**src/rtl/instruction_loader.sv**
```systemverilog
// Writable 16x8 instruction store loaded over a valid/ready byte stream.
// Sessions are length-framed and checksum-verified; the core is held while loading or after a failed load.
module instruction_loader #(
    parameter int DEPTH  = 16,
    parameter int ADDR_W = 4,
    parameter int DATA_W = 8
) (
    input  logic              clk,
    input  logic              rst,
    input  logic              load_req,
    input  logic              byte_valid,
    input  logic [DATA_W-1:0] byte_data,
    output logic              byte_ready,
    input  logic [ADDR_W-1:0] core_addr,
    output logic [DATA_W-1:0] core_instr,
    output logic              core_hold,
    output logic              busy,
    output logic              load_done,
    output logic              load_err,
    output logic [ADDR_W:0]   load_count,
    output logic [DATA_W-1:0] checksum
);

    localparam logic [2:0] S_IDLE  = 3'd0;
    localparam logic [2:0] S_LEN   = 3'd1;
    localparam logic [2:0] S_LOAD  = 3'd2;
    localparam logic [2:0] S_CHECK = 3'd3;
    localparam logic [2:0] S_DONE  = 3'd4;

    logic [2:0]        state;
    logic [ADDR_W:0]   len;
    logic [ADDR_W-1:0] wr_ptr;
    logic [DATA_W-1:0] mem [DEPTH];
    logic              accept;
    logic [ADDR_W:0]   count_next;
    logic [DATA_W-1:0] sum_next;

    // Power-on program image, restored on every reset.
    function automatic logic [DATA_W-1:0] default_word(input logic [ADDR_W-1:0] a);
        case (a)
            4'd0:    default_word = 8'hAB;
            4'd1:    default_word = 8'hDE;
            4'd2:    default_word = 8'h3C;
            4'd3:    default_word = 8'hD6;
            4'd4:    default_word = 8'hBC;
            4'd5:    default_word = 8'hCD;
            4'd6:    default_word = 8'hAE;
            4'd7:    default_word = 8'hA1;
            4'd8:    default_word = 8'hB2;
            4'd9:    default_word = 8'hD4;
            4'd10:   default_word = 8'hE5;
            4'd11:   default_word = 8'hF6;
            4'd12:   default_word = 8'hAF;
            4'd13:   default_word = 8'hEF;
            4'd14:   default_word = 8'h67;
            default: default_word = 8'h88;
        endcase
    endfunction

    function automatic logic [DATA_W-1:0] add_wrap(input logic [DATA_W-1:0] a,
                                                   input logic [DATA_W-1:0] b);
        add_wrap = a + b;
    endfunction

    assign byte_ready = (state == S_LEN) || (state == S_LOAD) || (state == S_CHECK);
    assign accept     = byte_valid && byte_ready;
    assign busy       = (state != S_IDLE);
    assign load_done  = (state == S_DONE);
    assign core_hold  = busy || load_err;
    assign core_instr = mem[core_addr];
    assign count_next = load_count + 1'b1;
    assign sum_next   = add_wrap(checksum, byte_data);

    always_ff @(posedge clk) begin
        if (rst) begin
            state      <= S_IDLE;
            len        <= '0;
            wr_ptr     <= '0;
            load_count <= '0;
            checksum   <= '0;
            load_err   <= 1'b0;
            for (int i = 0; i < DEPTH; i++) begin
                mem[i] <= default_word(i[ADDR_W-1:0]);
            end
        end else begin
            case (state)
                S_IDLE: begin
                    if (load_req) begin
                        state      <= S_LEN;
                        load_err   <= 1'b0;
                        load_count <= '0;
                        checksum   <= '0;
                        wr_ptr     <= '0;
                    end
                end
                S_LEN: begin
                    if (accept) begin
                        // Length byte encodes N-1 in its low nibble so N spans 1..16.
                        len   <= {1'b0, byte_data[ADDR_W-1:0]} + 1'b1;
                        state <= S_LOAD;
                    end
                end
                S_LOAD: begin
                    if (accept) begin
                        mem[wr_ptr] <= byte_data;
                        wr_ptr      <= wr_ptr + 1'b1;
                        load_count  <= count_next;
                        checksum    <= sum_next;
                        if (count_next == len) begin
                            state <= S_CHECK;
                        end
                    end
                end
                S_CHECK: begin
                    if (accept) begin
                        if (sum_next != '0) begin
                            load_err <= 1'b1;
                        end
                        state <= S_DONE;
                    end
                end
                S_DONE:  state <= S_IDLE;
                default: state <= S_IDLE;
            endcase
        end
    end

endmodule
```
**config.mk**
```make
export PLATFORM = sky130hd
export DESIGN_NAME = instruction_loader
export DESIGN_NICKNAME = d
export VERILOG_FILES = /design/src/rtl/instruction_loader.sv
export SDC_FILE = /design/constraint.sdc
export NUM_CORES = 1
export LEC_CHECK = 0
export CAP_MARGIN = 15
export CORE_MARGIN = 2
export CORE_UTILIZATION = 30
export CTS_CLUSTER_DIAMETER = 80
export DETAILED_ROUTE_END_ITERATION = 16
export PLACE_DENSITY = 0.54
export SLEW_MARGIN = 10
export SYNTH_ARGS = -nofsm -noshare
export SYNTH_HDL_FRONTEND = slang
export SYNTH_SLANG_ARGS = --single-unit
```
**constraint.sdc**
```tcl
create_clock -name clk -period 4.9 [get_ports clk]
set_clock_uncertainty 0.2 [all_clocks]
set_input_delay 0.49 -clock clk [delete_from_list [all_inputs] [get_ports clk]]
set_output_delay 0.49 -clock clk [all_outputs]
set_load 0.05 [all_outputs]
```
==> results by group, run 1 <==
Layout
  – Multi-input gate area: 0.002844 mm^2
  – Fillers: 2383
  – Design Area, Final: about 0.009 mm^2
  – Sequential cell area: 0.004364 mm^2
  – Final-stage net count: 635
  – Commonest non-fill, non-tap cell in the layout: edfxtp_1
  – P&R area growth vs syn: 17.77%
  – N_diodes: 0
  – Most frequent cells in the layout: 128 x edfxtp_1, 69 x nor2_1, 55 x nand2_1
  – Share of layout cells above drive strength 1: 12.14%
  – Final Non-Filler Cells: 942

Critical path
  – Worst reg2reg startpoint: state[1]$_SDFFE_PP0P_
  – CP bufs+invs: 2
  – Worst EP required: 4210 ps
  – CP max stage delay: 720 ps
  – Crit path max-delay family: buffers and inverters
  – Worst EP arrival: roughly 3100 ps
  – R2R setup slack: 1830 ps
  – Crit-path max FO: 32
  – Crit path launch type: input pin
  – Critical path, cell by cell: buf_2 -> mux4_1 -> mux4_2 -> clkdlybuf4s50_1
  – Crit-path slowest cell: clkdlybuf4s50_1
  – Critical path type: in -> out
  – Reg2Reg Depth: 5
  – FF-to-FF End: mem[2][5]$_SDFFCE_PN1P_
  – Critical Path End Type: output port

Logic synthesis
  – Post-Syn Instances: 571
  – Post-Syn Nets: 601
  – Ys Warns: 0
  – Average cell area after synthesis: between 10 and 15 um^2
  – Asr flop ratio synth: 0%
  – Synthesized flop and latch total: 154
  – Main synth FF type: edfxtp_1
  – Synth unique cells: 50
  – Mapped cell area: 0.007455 mm^2
  – EDFF count, synth: 128
  – Sequential area share after synthesis: 58.54%

Power
  – Switching share of power: 24.43%
  – Cell Int Power: roughly 2.4 mW
  – Pwr per Cell Area: 356.2 mW/mm^2
  – Peak VDD IR: 0.1932 mV
  – Clock power frac: 44.0%
  – Net switching power: 0.7639 mW
  – Sequential share of power: a little under half
  – Gate power share: 9.1%
  – Static Leak: ~2.8 nW

STA
  – RSZ-0062 raised after global routing: no
  – Setup TNS: 0 ps
  – Final Max Tran Viols: 0
  – Relative slew slack: 31.19%
  – Min Tclk post-route: 3801 ps
  – Slew @ Worst Pin: 1027 ps
  – Peak Freq: 263.1 MHz
  – Period utilization: between 70% and 80%
  – Fin. Hold Viols: 0
  – Setup Viol. Count Final: 0

CTS
  – Postcts setup bufs: 0
  – CTS buffer count: 17
  – CTS tree: yes
  – CTS root buffer: clkbuf_16
  – Clock Sinks: 154
  – CTS resizes: 0
  – Clock-pin transition on the worst setup and hold timing paths: 60 ps
  – Clock tree buffer depth: 2
  – Cts hold-fix bufs: 0
  – Clk Latency, worst-skew pair: 420 ps
  – H-Tree Depth: 4

Die
  – Std-Cell Rows: 57
  – Starting Density: 30.56%
  – IO Pins: 42
  – Die area: roughly 0.026 mm^2
  – Core area: ~0.024 mm^2
  – Die H: 161.6 um
  – DIE WIDTH: between 150 and 200 um

Worst hold path
  – Hold Path End: len[4]$_SDFFE_PP0P_
  – Hold Path Class: reg -> reg
  – Min-Delay Path Depth: 2
  – HP Start: len[4]$_SDFFE_PP0P_

Placed design
  – Buffers on Ports: 41
  – DP HPWL: 13.98 mm
  – Placement-stage cell area: about 0.008 mm^2
  – Post-placement cell count: 909
  – Global placement routability congestion: 0.8269

Flow run
  – Max Cap Viol: 0

Detailed routing
  – Routed wire per std cell: 21.56 um
  – Via count: 4826
  – Post-DRT Antenna Nets: 0
  – Router iterations before antenna repair: 5
  – Initial DRC Count: 571
  – DR vias/cell: 5.123
  – Drt drc: 0
  – WL final: 20.31 mm

GRT
  – GRT Total Usage: around 16%
  – Initial antenna violation count: 0
  – GRT overflow: 0
  – First-pass GRT wire length: 30.65 mm
  – Largest net degree at the start of global routing: 33
  – Vias in the first global route: around 4.9k

Status
  – Status: finished, final reports clean
## cell type report
type                            instances  area share (%)
Inverter                               11          0.4703
Multi-Input combinational cell        366           32.39
Sequential cell                       154           49.71
Tap cell                              324           4.617
Clock inverter                         14           2.109
Clock buffer                           18           4.888
Timing Repair Buffer                   55           5.814
## worst max-delay path by stage
| stage | startpoint | end | slack, ps | cells past startpoint |
|---|---|---|---|---|
| 3_5_place_dp | core_addr[0] | core_instr[6] | 1090 | 4 |
| 2_1_floorplan | core_addr[0] | core_instr[0] | 2320 | 4 |
| 6_report | core_addr[0] | core_instr[6] | 1100 | 4 |
| 3_3_place_gp | core_addr[0] | core_instr[7] | 1160 | 4 |
| 4_1_cts | core_addr[0] | core_instr[6] | 1100 | 4 |
| 5_1_grt | core_addr[0] | core_instr[6] | 1010 | 4 |
## routing by layer
layer / track usage (%) / share of wire (%) / routed length [um]
met1: 20.91 / 42 / 8466
met2: 25.58 / 47 / 9623
met3: 4.058 / 7.7 / 1555
met4: 7.080 / 3.3 / 663
met5: 0 / 0 / 0
## cell families (layout without fill, tap and decap cells)
| logic type | after synthesis | in the layout | synth area share, % |
|---|---|---|---|
| fa+ha+maj | 14 | 14 | 2.451 |
| xor+xnor | 17 | 17 | 1.997 |
| simple gates | 244 | 244 | 16.06 |
| buf+inv | 51 | 98 | 3.307 |
| mux | 41 | 41 | 13.43 |
| flops | 154 | 154 | 58.54 |
| compound gates | 50 | 50 | 4.213 |
## power groups by stage
stage	clock network [mW]	registers [mW]	logic, mW
after floorplan	0	1.49	0.193
after global placement	0	1.49	0.280
after detailed placement	0	1.49	0.285
after CTS	1.40	1.47	0.285
after global routing	1.46	1.47	0.304
final	1.38	1.47	0.285
## sequential cells by signal, summed over array words and instances, names as in the netlist
signal	count
checksum	8
len	5
load_count	5
load_err	1
mem	128
state	3
wr_ptr	4
## synthesized netlist by cell type (2+ instances only)
master	instances	area share, %
edfxtp_1	128	52
nor2_1	69	3.5
nand2_1	55	2.8
nand3_1	32	2.1
clkbuf_1	27	1.4
dfxtp_1	26	7.0
mux4_1	24	8.5
nand2b_1	18	1.5
or3_1	18	1.5
nor3_1	17	1.1
mux4_2	16	4.8
ha_1	13	2.2
a21oi_1	12	0.81
xor2_1	12	1.4
o21ai_0	11	0.74
inv_1	10	0.50
a22oi_1	9	0.91
a211oi_1	8	0.81
nor2b_1	6	0.50
or2_2	6	0.50
xnor2_1	5	0.59
and2_1	4	0.34
buf_1	4	0.20
buf_2	4	0.27
nor3_2	3	0.40
nor4_1	3	0.25
a31oi_1	2	0.17
and3_1	2	0.17
buf_8	2	0.40
nand3b_1	2	0.20
nand4_1	2	0.17
o211ai_1	2	0.20
o21bai_1	2	0.20
## worst register-to-register path: cells and delay by family (launching register included)
family,cells,cell delay (ps)
simple gates,5,2030
flops,1,470
## per-stage QoR
stage / hold WS, ps / power (mW) / worst slack [ps] / utilization, %
floorplan: 257.9 / 1.679 / 2317 / -
global placement: 278.1 / 1.773 / 1159 / 33.45
detailed placement: 301.0 / 1.778 / 1094 / 33.45
CTS: 316.8 / 3.146 / 1098 / 35.96
global route: 338.9 / 3.227 / 1013 / 36.00
finish: 314.6 / 3.127 / 1099 / 36.00
Power figures use the tool's default switching activity.
==> run 2, diff against run 1 <==
==> constraint.sdc (replaced) <==
create_clock -name clk -period 3.57 [get_ports clk]
set_clock_uncertainty 0.2 [all_clocks]
set_input_delay 0.357 -clock clk [delete_from_list [all_inputs] [get_ports clk]]
set_output_delay 0.357 -clock clk [all_outputs]
set_load 0.05 [all_outputs]
==> run 2 against run 1 <==
First-iteration DRC count down 27%. Non-clock buffer count up 10. Sequential power up 36%. Largest cell class unchanged.
==> results by group, run 2 (same netlist as run 1, synthesis figures left out) <==
Critical path
  – Crit path max-delay family: buffers and inverters
  – Most used cell, CP: buf_4
  – Critical path, cell by cell: clkdlybuf4s50_1 -> buf_4 -> mux4_1 -> mux4_2 -> buf_4
  – CP max stage delay: 500 ps
  – Worst EP required: 3010 ps
  – CP bufs+invs: 3
  – Crit-path max FO: 32
  – Reg2Reg Depth: 5
  – R2R setup slack: ~1100 ps
  – CP Depth: 5
  – Critical Path End Type: output port
  – Worst EP arrival: 2330 ps
  – Critical path type: in -> out
  – Crit-path slowest cell: mux4_2
  – Crit path launch type: input pin

Status
  – Status: finished, final reports clean

Die
  – Starting Density: between 30% and 40%
  – IO Pins: 42
  – Std-Cell Rows: 57
  – Die area: ~0.026 mm^2
  – Core area: 0.02439 mm^2
  – DIE WIDTH: 161.6 um
  – Die H: 161.6 um

GRT
  – Initial antenna violation count: 0
  – Vias in the first global route: 4830
  – First-pass GRT wire length: 29.23 mm
  – GRT overflow: 0
  – Largest net degree at the start of global routing: 33
  – GRT Total Usage: 15.07%

CTS
  – H-Tree Depth: 4
  – Clock-pin transition on the worst setup and hold timing paths: 70 ps
  – Clk Latency, worst-skew pair: between 400 and 500 ps
  – CTS buffer count: 17
  – Clock Sinks: between 150 and 200
  – Postcts setup bufs: 0
  – CTS resizes: 0
  – Clock tree buffer depth: 2
  – CTS tree: yes
  – CTS root buffer: clkbuf_16
  – Cts hold-fix bufs: 0

STA
  – RSZ-0062 raised after global routing: no
  – Worst Setup Slack, final: 686.1 ps
  – Period utilization: 80.78%
  – Hold slack: 286.6 ps
  – Setup TNS: 0 ps
  – Setup Viol. Count Final: 0
  – Min Tclk post-route: 2884 ps
  – Slew @ Worst Pin: 875.6 ps
  – Final Max Tran Viols: 0
  – Relative slew slack: 41.27%
  – Peak Freq: 346.8 MHz
  – Fin. Hold Viols: 0

Detailed routing
  – Initial DRC Count: ~420
  – DR top layer: met4
  – Routed wire per std cell: 19.66 um
  – Met2 wire len: 9.212 mm
  – Drt drc: 0
  – DR vias/cell: 4.997
  – Post-DRT Antenna Nets: 0
  – Via count: 4752
  – Metal3 WL: 902 um
  – Router iterations before antenna repair: 5
  – Met1 WL: approximately 8.4 mm
  – WL final: 18.70 mm

Worst hold path
  – Min-Delay Path Depth: 2
  – Hold Path Class: reg -> reg

Placed design
  – Placement-stage cell area: 0.008233 mm^2
  – Buffers on Ports: 41
  – Post-place setup slack: approximately 620 ps
  – Global placement routability congestion: 0.7832
  – DP HPWL: between 10 and 15 mm

Layout
  – Reg with most FFs: mem
  – Share of layout cells above drive strength 1: between 10 and 15%
  – N_diodes: 0
  – Multi-input gate area: between 0.002 and 0.003 mm^2
  – Sequential cell area: 0.004364 mm^2
  – Final-stage net count: 645
  – Fillers: 2355
  – Most frequent cells in the layout: 128 x edfxtp_1, 69 x nor2_1, 55 x nand2_1
  – Top flop regs: mem x128, checksum x8
  – Design Area, Final: just under 0.009 mm^2
  – P&R area growth vs syn: 18.16%
  – Layout Utilization: about 36%
  – Commonest non-fill, non-tap cell in the layout: edfxtp_1
  – Largest register FFs: 128

Flow run
  – Max Cap Viol: 0

Power
  – Peak VDD IR: 0.3152 mV
  – Static Leak: between 2 and 3 nW
  – Pwr per Cell Area: 475.9 mW/mm^2
## run 2: cell types whose count changed in the layout (fill, tap and decap cells not counted)
cell and change:
clkinv_4 -1, clkinv_2 -1, inv_8 +3, clkinvlp_4 -1, bufinv_16 -2, clkdlybuf4s50_1 -8
clkinv_1 +1, inv_6 +1, clkbuf_1 -1, buf_4 +17, buf_12 +1
## run 2: power by group
part | leakage [nW] | internal, mW | total [mW] | switching (mW)
clock | 0.282 | 0.989 | 1.80 | 0.807
combinational | 1.20 | 0.141 | 0.392 | 0.251
sequential | 1.32 | 1.98 | 2.00 | 0.0232
## run 2: final timing paths
check                              to                     start
max                     core_instr[7]              core_addr[1]
max reg2reg   mem[2][1]$_SDFFCE_PN0P_     state[1]$_SDFFE_PP0P_
min reg2reg  checksum[7]$_SDFFE_PP0P_  checksum[7]$_SDFFE_PP0P_
min          checksum[7]$_SDFFE_PP0P_  checksum[7]$_SDFFE_PP0P_
## run 2: worst min-delay path: cells and delay by family, from the launching register on
kind	cells	cell delay [ps]
DFF	1	330
AOI/OAI and AO/OA	1	50
and+or+nand+nor	1	60
## run 2: final cells by class
| class | count | share of cell area [%] |
|---|---|---|
| clock buffer | 17 | 4.830 |
| sequential | 154 | 49.55 |
| inverter | 11 | 0.4687 |
| timing repair buffer | 65 | 6.562 |
| tap | 324 | 4.602 |
| multi-input combinational | 366 | 32.29 |
| clock inverter | 14 | 1.705 |
## run 2: metrics by stage
stage	total power, mW	std cells
2_1_floorplan	2.302	571
3_3_place_gp	2.435	920
3_5_place_dp	2.440	920
4_1_cts	4.212	951
5_1_grt	4.305	951
6_report	4.192	951
## run 2: routing by layer
| metal | up-vias | track usage [%] |
|---|---|---|
| met5 | - | 0 |
| met4 | 0 | 4.706 |
| met3 | 17 | 3.056 |
| met2 | 138 | 24.73 |
| met1 | 2363 | 20.16 |
| li1 | 2234 | - |
==> run 3, diff against run 2 <==
==> constraint.sdc (replaced) <==
create_clock -name clk -period 2.7 [get_ports clk]
set_clock_uncertainty 0.2 [all_clocks]
set_input_delay 0.27 -clock clk [delete_from_list [all_inputs] [get_ports clk]]
set_output_delay 0.27 -clock clk [all_outputs]
set_load 0.05 [all_outputs]
==> run 3 against run 2 <==
Sequential share of layout area shrank 1.6 points. Sequential cell count stayed put. Final area increased by 3.3%. Clock power increased by 29%. Core utilization rose by 1.2 points. Via count grew 3.2%. Power is 32% higher. Setup slack got worse by 570 ps. Global-route usage about the same. Cell count grew 3.3%. Critical endpoint is now core_instr[3].
==> results by group, run 3 (same netlist as run 1, synthesis figures left out) <==
Critical path
  – Crit-path max FO: 32
  – FF-to-FF End: mem[1][0]$_SDFFCE_PN0P_
  – Crit-path slowest cell: clkdlybuf4s50_1
  – Critical path, cell by cell: clkdlybuf4s50_1 -> buf_12 -> mux4_1 -> mux4_2 -> buf_4
  – Worst reg2reg startpoint: state[1]$_SDFFE_PP0P_
  – Crit path launch type: input pin
  – R2R setup slack: 430 ps
  – CP max stage delay: 520 ps
  – Critical path type: in -> out
  – Worst EP arrival: 2110 ps
  – Critical Path End Type: output port
  – Worst EP required: 2230 ps
  – Reg2Reg Depth: 7

CTS
  – Clock tree buffer depth: 2
  – H-Tree Depth: 4
  – Clock-pin transition on the worst setup and hold timing paths: 70 ps
  – CTS buffer count: 17
  – CTS tree: yes
  – CTS root buffer: clkbuf_16
  – Clock Sinks: 154
  – Clk Latency, worst-skew pair: 420 ps

GRT
  – GRT overflow: 0
  – Initial antenna violation count: 0
  – First-pass GRT wire length: between 20 and 30 mm
  – Vias in the first global route: 4995
  – GRT Total Usage: 15.02%
  – Largest net degree at the start of global routing: 33

Die
  – IO Pins: 42
  – Core area: 0.02439 mm^2
  – Std-Cell Rows: 57
  – Die area: 0.02613 mm^2
  – DIE WIDTH: ~160 um
  – Die H: 161.6 um
  – Starting Density: just over 30%

STA
  – Setup TNS: 0 ps
  – Fin. Hold Viols: 0
  – Hold slack: 295.2 ps
  – Period utilization: 95.69%
  – Relative slew slack: 52.26%
  – RSZ-0062 raised after global routing: no
  – Setup Viol. Count Final: 0
  – Slew @ Worst Pin: 715.3 ps
  – Peak Freq: 387.1 MHz
  – Final Max Tran Viols: 0
  – Min Tclk post-route: 2584 ps

Layout
  – Final-stage net count: 675
  – Fillers: 2375
  – Commonest non-fill, non-tap cell in the layout: edfxtp_1
  – Most frequent cells in the layout: 128 x edfxtp_1, 69 x nor2_1, 55 x nand2_1, 55 x buf_4, 32 x nand3_1
  – Largest register FFs: 128
  – Layout Utilization: 37.30%
  – Top flop regs: mem x128, checksum x8
  – N_diodes: 0
  – Share of layout cells above drive strength 1: a little under a fifth
  – P&R area growth vs syn: 22.05%
  – Reg with most FFs: mem

Placed design
  – Global placement routability congestion: 0.8199
  – Buffers on Ports: just over 40
  – DP HPWL: roughly 13 mm

Worst hold path
  – HP Start: checksum[7]$_SDFFE_PP0P_
  – Hold Path End: checksum[7]$_SDFFE_PP0P_
  – Min-Delay Path Depth: 2
  – Hold Path Class: reg -> reg

Detailed routing
  – Drt drc: 0
  – Via count: 4904
  – Routed wire per std cell: 19.24 um
  – DR vias/cell: 4.994
  – Post-DRT Antenna Nets: 0
  – Router iterations before antenna repair: 8
  – Initial DRC Count: 397
  – WL final: 18.89 mm

Status
  – Status: finished, final reports clean

Power
  – Pwr per Cell Area: 608.1 mW/mm^2
  – Static Leak: 2.962 nW
  – Peak VDD IR: 0.3398 mV
  – Pwr Total: ~5.5 mW

Flow run
  – Max Cap Viol: 0
[run 3: cell types whose count changed in the layout (fill, tap and decap cells not counted), sizes merged]
cell / before / now
inv: 20 / 17
clkbuf: 17 / 19
buf: 33 / 63
clkinvlp: 1 / 2
clkdlybuf4s50: 32 / 31
clkinv: 3 / 4
dlygate4sd2: 0 / 1
[run 3: timing repair]
action	4_1_cts	5_1_grt
gates resized for setup	1	0
hold buffers	0	0
buffers inserted	0	0
setup endpoints to repair	1	0
[run 3: area by class of cell]
type | instances | area, um^2 | area share, %
inverters | 11 | 41.29 | 0.4538
well taps | 324 | 405.4 | 4.455
flip-flops and latches | 154 | 4364 | 47.96
clock buffers | 19 | 432.9 | 4.758
multi-input cells | 366 | 2844 | 31.26
clock inverters | 13 | 133.9 | 1.471
repair buffers | 95 | 877.1 | 9.640
[run 3: worst max-delay path by stage]
| stage | from | cells after the start | slack (ps) | end |
|---|---|---|---|---|
| after global placement | byte_data[0] | 8 | 110 | load_err$_SDFFE_PP0P_ |
| after detailed placement | byte_data[0] | 8 | 70 | load_err$_SDFFE_PP0P_ |
| after global routing | core_addr[1] | 5 | 70 | core_instr[0] |
| after floorplan | checksum[1]$_SDFFE_PP0P_ | 6 | 360 | load_err$_SDFFE_PP0P_ |
| after CTS | core_addr[1] | 5 | 90 | core_instr[2] |
| final | core_addr[1] | 5 | 120 | core_instr[3] |
[run 3: worst max-delay path, delay by kind of cell]
kind	cells	cell delay, ps
buf+inv	3	950
mux	2	870
[run 3: metrics by stage]
stage / area [um^2] / instances / setup slack [ps]
floorplan: 7455 / 571 / 357.1
global placement: 8533 / 950 / 113.9
detailed placement: 8533 / 950 / 68.27
CTS: 9099 / 982 / 94.34
global route: 9099 / 982 / 71.73
finish: 9099 / 982 / 116.5
[run 3: metal layers]
metal | wire length, um | global-route usage [%] | part of all wire [%] | vias up
li1 | - | - | - | 2298
met1 | 8312 | 19.73 | 44 | 2453
met2 | 9490 | 25.60 | 50 | 138
met5 | 0 | 0 | 0 | -
met4 | 210 | 3.540 | 1.1 | 0
met3 | 875 | 3.107 | 4.6 | 15
[run 3: report_power, final]
part | leakage [nW] | switching, mW | internal, mW
Sequential | 1.32 | 0.0248 | 2.62
Clock | 0.273 | 1.03 | 1.30
Combinational | 1.37 | 0.348 | 0.219
